===== config.mk =====
export PLATFORM = sky130hd
export DESIGN_NAME = multiproc_ctrl_bridge
export DESIGN_NICKNAME = d
export VERILOG_FILES = /design/src/rtl/multiproc_ctrl_bridge.sv
export SDC_FILE = /design/constraint.sdc
export NUM_CORES = 1
export LEC_CHECK = 0
export ABC_CLOCK_PERIOD_IN_PS = 2200
export CAP_MARGIN = 20
export CORE_AREA = 10 10 138 140
export DETAILED_ROUTE_END_ITERATION = 16
export DIE_AREA = 0 0 148 150
export HOLD_SLACK_MARGIN = 0.12
export PLACE_DENSITY = 0.73
export SYNTH_ARGS = -nofsm -noshare
export SYNTH_HDL_FRONTEND = slang
export SYNTH_SLANG_ARGS = --single-unit

===== constraint.sdc =====
create_clock -name clk -period 2.2 [get_ports clk]
set_input_delay 0.44 -clock clk [delete_from_list [all_inputs] [get_ports clk]]
set_output_delay 0.44 -clock clk [all_outputs]
set_load 0.005 [all_outputs]

===== src/rtl/multiproc_ctrl_bridge.sv =====
// Request router from the host debug path to NUM_ELEM processing elements:
// a control space (per-element reset / sleep) and a per-element memory bus with ack timeout.
module multiproc_ctrl_bridge #(
  parameter int NUM_ELEM       = 6,
  parameter int ADDR_WIDTH     = 32,
  parameter int DATA_WIDTH     = 32,
  parameter int ELEM_SHIFT     = 24,
  parameter int TIMEOUT_CYCLES = 256
) (
  input  logic                           clk,
  input  logic                           resetb,
  input  logic                           req_valid,
  output logic                           req_ready,
  input  logic                           req_we,
  input  logic [ADDR_WIDTH-1:0]          req_addr,
  input  logic [DATA_WIDTH-1:0]          req_data,
  output logic                           resp_valid,
  input  logic                           resp_ready,
  output logic [DATA_WIDTH-1:0]          resp_data,
  output logic                           resp_err,
  output logic [NUM_ELEM-1:0]            elem_en,
  output logic                           elem_we,
  output logic [ELEM_SHIFT-1:0]          elem_addr,
  output logic [DATA_WIDTH-1:0]          elem_wdata,
  input  logic [NUM_ELEM-1:0]            elem_ack,
  input  logic [NUM_ELEM*DATA_WIDTH-1:0] elem_rdata,
  output logic [NUM_ELEM-1:0]            elem_reset,
  input  logic [NUM_ELEM-1:0]            elem_sleep
);

  localparam int CNT_W = $clog2(TIMEOUT_CYCLES);
  localparam logic [CNT_W-1:0] CNT_LAST = CNT_W'(TIMEOUT_CYCLES - 1);

  typedef enum logic [1:0] {ST_IDLE, ST_BUS, ST_RESP} state_t;

  state_t                  state_reg, state_next;
  logic [DATA_WIDTH-1:0]   resp_data_reg, resp_data_next;
  logic                    resp_err_reg, resp_err_next;
  logic [NUM_ELEM-1:0]     elem_en_reg, elem_en_next;
  logic                    elem_we_reg, elem_we_next;
  logic [ELEM_SHIFT-1:0]   elem_addr_reg, elem_addr_next;
  logic [DATA_WIDTH-1:0]   elem_wdata_reg, elem_wdata_next;
  logic [NUM_ELEM-1:0]     elem_reset_reg, elem_reset_next;
  logic [CNT_W-1:0]        cnt_reg, cnt_next;

  logic                    is_ctrl;
  logic [31:0]             req_idx;
  logic [NUM_ELEM-1:0]     req_sel;
  logic                    idx_ok;
  logic                    sel_sleep, sel_reset;
  logic                    ack_hit;
  logic [DATA_WIDTH-1:0]   ack_rdata;

  // Decode to a one-hot select; an out-of-range index yields an all-zero select.
  assign is_ctrl = req_addr[ADDR_WIDTH-1];
  assign req_idx = is_ctrl ? 32'(req_addr[7:0]) : 32'(req_addr[ADDR_WIDTH-2:ELEM_SHIFT]);

  generate
    for (genvar gi = 0; gi < NUM_ELEM; gi++) begin : g_sel
      assign req_sel[gi] = (req_idx == 32'(gi));
    end
  endgenerate

  assign idx_ok    = |req_sel;
  assign sel_sleep = |(req_sel & elem_sleep);
  assign sel_reset = |(req_sel & elem_reset_reg);
  assign ack_hit   = |(elem_ack & elem_en_reg);

  always_comb begin
    ack_rdata = '0;
    for (int i = 0; i < NUM_ELEM; i++) begin
      if (elem_en_reg[i]) ack_rdata |= elem_rdata[i*DATA_WIDTH +: DATA_WIDTH];
    end
  end

  always_comb begin
    state_next      = state_reg;
    resp_data_next  = resp_data_reg;
    resp_err_next   = resp_err_reg;
    elem_en_next    = elem_en_reg;
    elem_we_next    = elem_we_reg;
    elem_addr_next  = elem_addr_reg;
    elem_wdata_next = elem_wdata_reg;
    elem_reset_next = elem_reset_reg;
    cnt_next        = cnt_reg;
    case (state_reg)
      ST_IDLE: begin
        if (req_valid) begin
          if (!idx_ok) begin
            resp_err_next  = 1'b1;
            resp_data_next = '0;
            state_next     = ST_RESP;
          end else if (is_ctrl) begin
            resp_err_next = 1'b0;
            if (req_we) begin
              elem_reset_next = (elem_reset_reg & ~req_sel) | (req_sel & {NUM_ELEM{req_data[0]}});
              resp_data_next  = '0;
            end else begin
              resp_data_next = DATA_WIDTH'({sel_sleep, sel_reset});
            end
            state_next = ST_RESP;
          end else begin
            elem_en_next    = req_sel;
            elem_we_next    = req_we;
            elem_addr_next  = req_addr[ELEM_SHIFT-1:0];
            elem_wdata_next = req_data;
            cnt_next        = '0;
            state_next      = ST_BUS;
          end
        end
      end
      ST_BUS: begin
        // An ack on the final counted cycle still wins over the timeout.
        if (ack_hit) begin
          elem_en_next   = '0;
          resp_err_next  = 1'b0;
          resp_data_next = elem_we_reg ? '0 : ack_rdata;
          state_next     = ST_RESP;
        end else if (cnt_reg == CNT_LAST) begin
          elem_en_next   = '0;
          resp_err_next  = 1'b1;
          resp_data_next = '0;
          state_next     = ST_RESP;
        end else begin
          cnt_next = cnt_reg + 1'b1;
        end
      end
      ST_RESP: begin
        if (resp_ready) state_next = ST_IDLE;
      end
      default: state_next = ST_IDLE;
    endcase
  end

  always_ff @(posedge clk) begin
    if (!resetb) begin
      state_reg      <= ST_IDLE;
      resp_data_reg  <= '0;
      resp_err_reg   <= 1'b0;
      elem_en_reg    <= '0;
      elem_we_reg    <= 1'b0;
      elem_addr_reg  <= '0;
      elem_wdata_reg <= '0;
      elem_reset_reg <= '1;
      cnt_reg        <= '0;
    end else begin
      state_reg      <= state_next;
      resp_data_reg  <= resp_data_next;
      resp_err_reg   <= resp_err_next;
      elem_en_reg    <= elem_en_next;
      elem_we_reg    <= elem_we_next;
      elem_addr_reg  <= elem_addr_next;
      elem_wdata_reg <= elem_wdata_next;
      elem_reset_reg <= elem_reset_next;
      cnt_reg        <= cnt_next;
    end
  end

  assign req_ready  = (state_reg == ST_IDLE);
  assign resp_valid = (state_reg == ST_RESP);
  assign resp_data  = resp_data_reg;
  assign resp_err   = resp_err_reg;
  assign elem_en    = elem_en_reg;
  assign elem_we    = elem_we_reg;
  assign elem_addr  = elem_addr_reg;
  assign elem_wdata = elem_wdata_reg;
  assign elem_reset = elem_reset_reg;

endmodule


==> key figures <==
CTS
  • Root Driver: clkbuf_16
  • CTS HTree Levels: 3
  • Clock latency on the worst-skew pair: between 0.3 and 0.4 ns
  • # hold bufs at CTS: 0
  • CTS sink cnt: 112
  • CTS Buffer Depth: 2
  • CTS tree: built
  • Worst-path clk slew: 0.08 ns
  • Total CTS buffers: 9

Place
  • Dpl ws: -0.359 ns
  • Placed cell area: around 0.0097 sq mm
  • Routability cong.: 0.854
  • Detailed placement HPWL: 21800 um
  • IO buf count: about 380
  • Placed insts: roughly 1300

Synth
  • Ys async rst share: 0
  • Register area share after synthesis: 0.414
  • Post-Syn Area: 0.00542 sq mm
  • Number of synthesized register bits: approximately 110
  • Yosys top cell by area: dfxtp_1
  • Net Count, Synth: 948
  • Top cells by count, synth: 130 x a22oi_1, 120 x nand2_1, 112 x dfxtp_1
  • Most frequent cell after synthesis: a22oi_1
  • Largest cells by area after synthesis: dfxtp_1 41%, a22oi_1 18%, nand2_1 8.3%
  • Synth Flop Type: dfxtp_1
  • Syn Area/Cell: 8.03 sq um
  • Distinct cells, synth: 51
  • EDFF count, synth: 0
  • Post-synth top area share: 0.414
  • Mapped Cells: roughly 670
  • Ys Warns: 0

Timing
  • Unrepaired setup endpoints after global routing: no
  • Hold WS: 0.456 ns
  • Fin crit period: between 2 and 2.5 ns
  • Final Skew: approximately 0.0082 ns
  • Max_slew headroom: 0.604
  • Tcrit/Tclk final: 0.961
  • Fmax: 473 MHz
  • Finish-stage setup viols: 0
  • Setup TNS: 0 ns
  • Final Max Tran Viols: 0
  • Worst slew pin tran: 0.594 ns
  • Setup WS post-layout: 0.0864 ns
  • Fin. Hold Viols: 0

Worst setup path
  • Family with the most delay on the worst path: buffers and inverters
  • Critical path buffer and inverter count: 2
  • Critical Path Stages: 2
  • FF-to-FF setup slack: 0.30 ns
  • Critical Path Source: elem_en[1]$_SDFFE_PN0P_
  • Worst Setup Start Kind: register
  • CP Class: reg2out
  • Slowest cell on the critical path: clkdlybuf4s50_1
  • Worst Setup EP: elem_en[1]
  • Crit path max fanout: 34
  • Arrival time at the worst endpoint: 1.67 ns
  • Req. time, crit path: approximately 1.8 ns
  • Crit path cell chain: buf_4 > clkdlybuf4s50_1
  • Crit-path max cell delay: 0.60 ns
  • Reg2Reg Capture Point: cnt_reg[5]$_SDFFE_PN0P_
  • FF-to-FF Start: elem_en[4]$_SDFFE_PN0P_
  • Worst reg2reg path depth: 6
  • CP Capture Type: primary output

Detailed routing
  • Vias per inst: 5.31
  • Vias: 6840
  • Per-cell routed wire length: 21.7 um
  • Final WL: 27900 um
  • Iteration-0 DRC Markers: 374
  • Antenna Nets Post-Route: 0
  • # DRC: 0
  • TritonRoute pass-1 iters: 5

GRT
  • M3 GR Usage: 0.0749
  • Vias in the first global route: between 6000 and 7000
  • GRT Total Usage: 0.234
  • Largest net degree at the start of global routing: between 50 and 60
  • First-pass GRT wire length: 40700 um
  • Met1 usage: 0.261
  • Antenna violations before repair: 1
  • Busiest layer in global routing: met2
  • M2 GR Usage: 0.410
  • Grt total ovfl: 0

Hold path
  • Hold crit path type: reg2reg
  • Hold Path Depth: 2

Cells and area
  • Post-route cell area: 0.0101 sq mm
  • Multi-input logic area: 0.00296 sq mm
  • Register Area: 0.00224 sq mm
  • Fillers: 1490
  • Post-Layout Cell Count: 1287
  • Synth-to-Final Area Change: 85.9%
  • Share of cells above drive strength 1: 0.0892
  • Final Core Density: 0.616
  • Nets: approximately 1300

Power and ir drop
  • Pleak: between 3 and 4 nW
  • PnR Total Power: 4.51 mW
  • Worst vdd ir: 0.338 mV
  • PD cells: between 400 and 500 mW/mm^2

Die
  • Die height: 150 um
  • Initial Util: 0.331
  • Rows: 47
  • Die area: 0.0222 sq mm
  • Die width: 148 um
  • Core Region: 0.0163 sq mm
  • I/O pin total: 377

Job
  • Max Cap Viol: 0

Outcome
  • Status: finished, final reports clean
[worst min-delay path, delay by kind of cell, from the launching register on]
family	cells	cell delay (ns)
flip-flops	1	0.31
AND/OR/NAND/NOR	1	0.05
AO/OA/AOI/OAI	1	0.05
[power by group]
group          internal [mW]  switching, mW
Sequential              2.03        0.00746
Combinational          0.515          0.211
Clock                  0.905          0.834
Total                   3.45           1.05
[cells by family (layout without fill, tap and decap cells)]
logic type / after synthesis / in the layout / share of synthesized area
and+or+nand+nor: 251 / 251 / 0.214
AOI/OAI and AO/OA: 241 / 241 / 0.305
DFF: 112 / 112 / 0.414
buffers and inverters: 62 / 453 / 0.0511
muxes: 7 / 7 / 0.0136
adders and majority gates: 1 / 1 / 0.00231
other: 0 / 2 / 0
[cells in the final DEF (no fill, tap or decap), types with 3 or more instances in the layout]
master and count:
clkdlybuf4s50_1 375, a22oi_1 130, nand2_1 120, dfxtp_1 112, a21oi_1 65, nor2_1 48, buf_4 48, nand3_1 36
o21ai_0 13, clkbuf_16 9, nor3_1 7, buf_6 5, nor3b_1 4, mux2i_1 4, buf_12 4, nor2b_1 3
nor3_2 3, a21oi_2 3, inv_1 3, mux2_2 3, a31oi_1 3, and3_1 3, a22o_1 3, or3_1 3
clkinv_4 3
[routing by layer]
metal	vias up	share of wire
met1	3200	0.40
li1	3273	-
met4	0	0.021
met3	40	0.082
met2	327	0.50
met5	-	0
[how the worst min path moves through the flow]
stage                                            from                           to
after floorplan               cnt_reg[5]$_SDFFE_PN0P_      cnt_reg[5]$_SDFFE_PN0P_
after global placement     elem_addr[19]$_SDFFE_PN0P_   elem_addr[19]$_SDFFE_PN0P_
after detailed placement  elem_wdata[31]$_SDFFE_PN0P_  elem_wdata[31]$_SDFFE_PN0P_
after CTS                  elem_addr[17]$_SDFFE_PN0P_   elem_addr[17]$_SDFFE_PN0P_
after global routing       elem_addr[17]$_SDFFE_PN0P_   elem_addr[17]$_SDFFE_PN0P_
final                       elem_addr[7]$_SDFFE_PN0P_    elem_addr[7]$_SDFFE_PN0P_
[layout make-up]
| type | instances | share of cell area |
|---|---|---|
| Sequential cell | 112 | 0.223 |
| Antenna cell | 2 | 0.000497 |
| Tap cell | 220 | 0.0273 |
| Clock buffer | 10 | 0.0227 |
| Multi-Input combinational cell | 500 | 0.294 |
| Clock inverter | 6 | 0.00758 |
| Timing Repair Buffer | 433 | 0.423 |
| Inverter | 4 | 0.00162 |
[timing repair]
item                                    4_1_cts  5_1_grt
endpoints found under the setup margin        2       62
setup buffers                                 0        0
gates resized for setup                       2       15
Power figures use the tool's default switching activity.
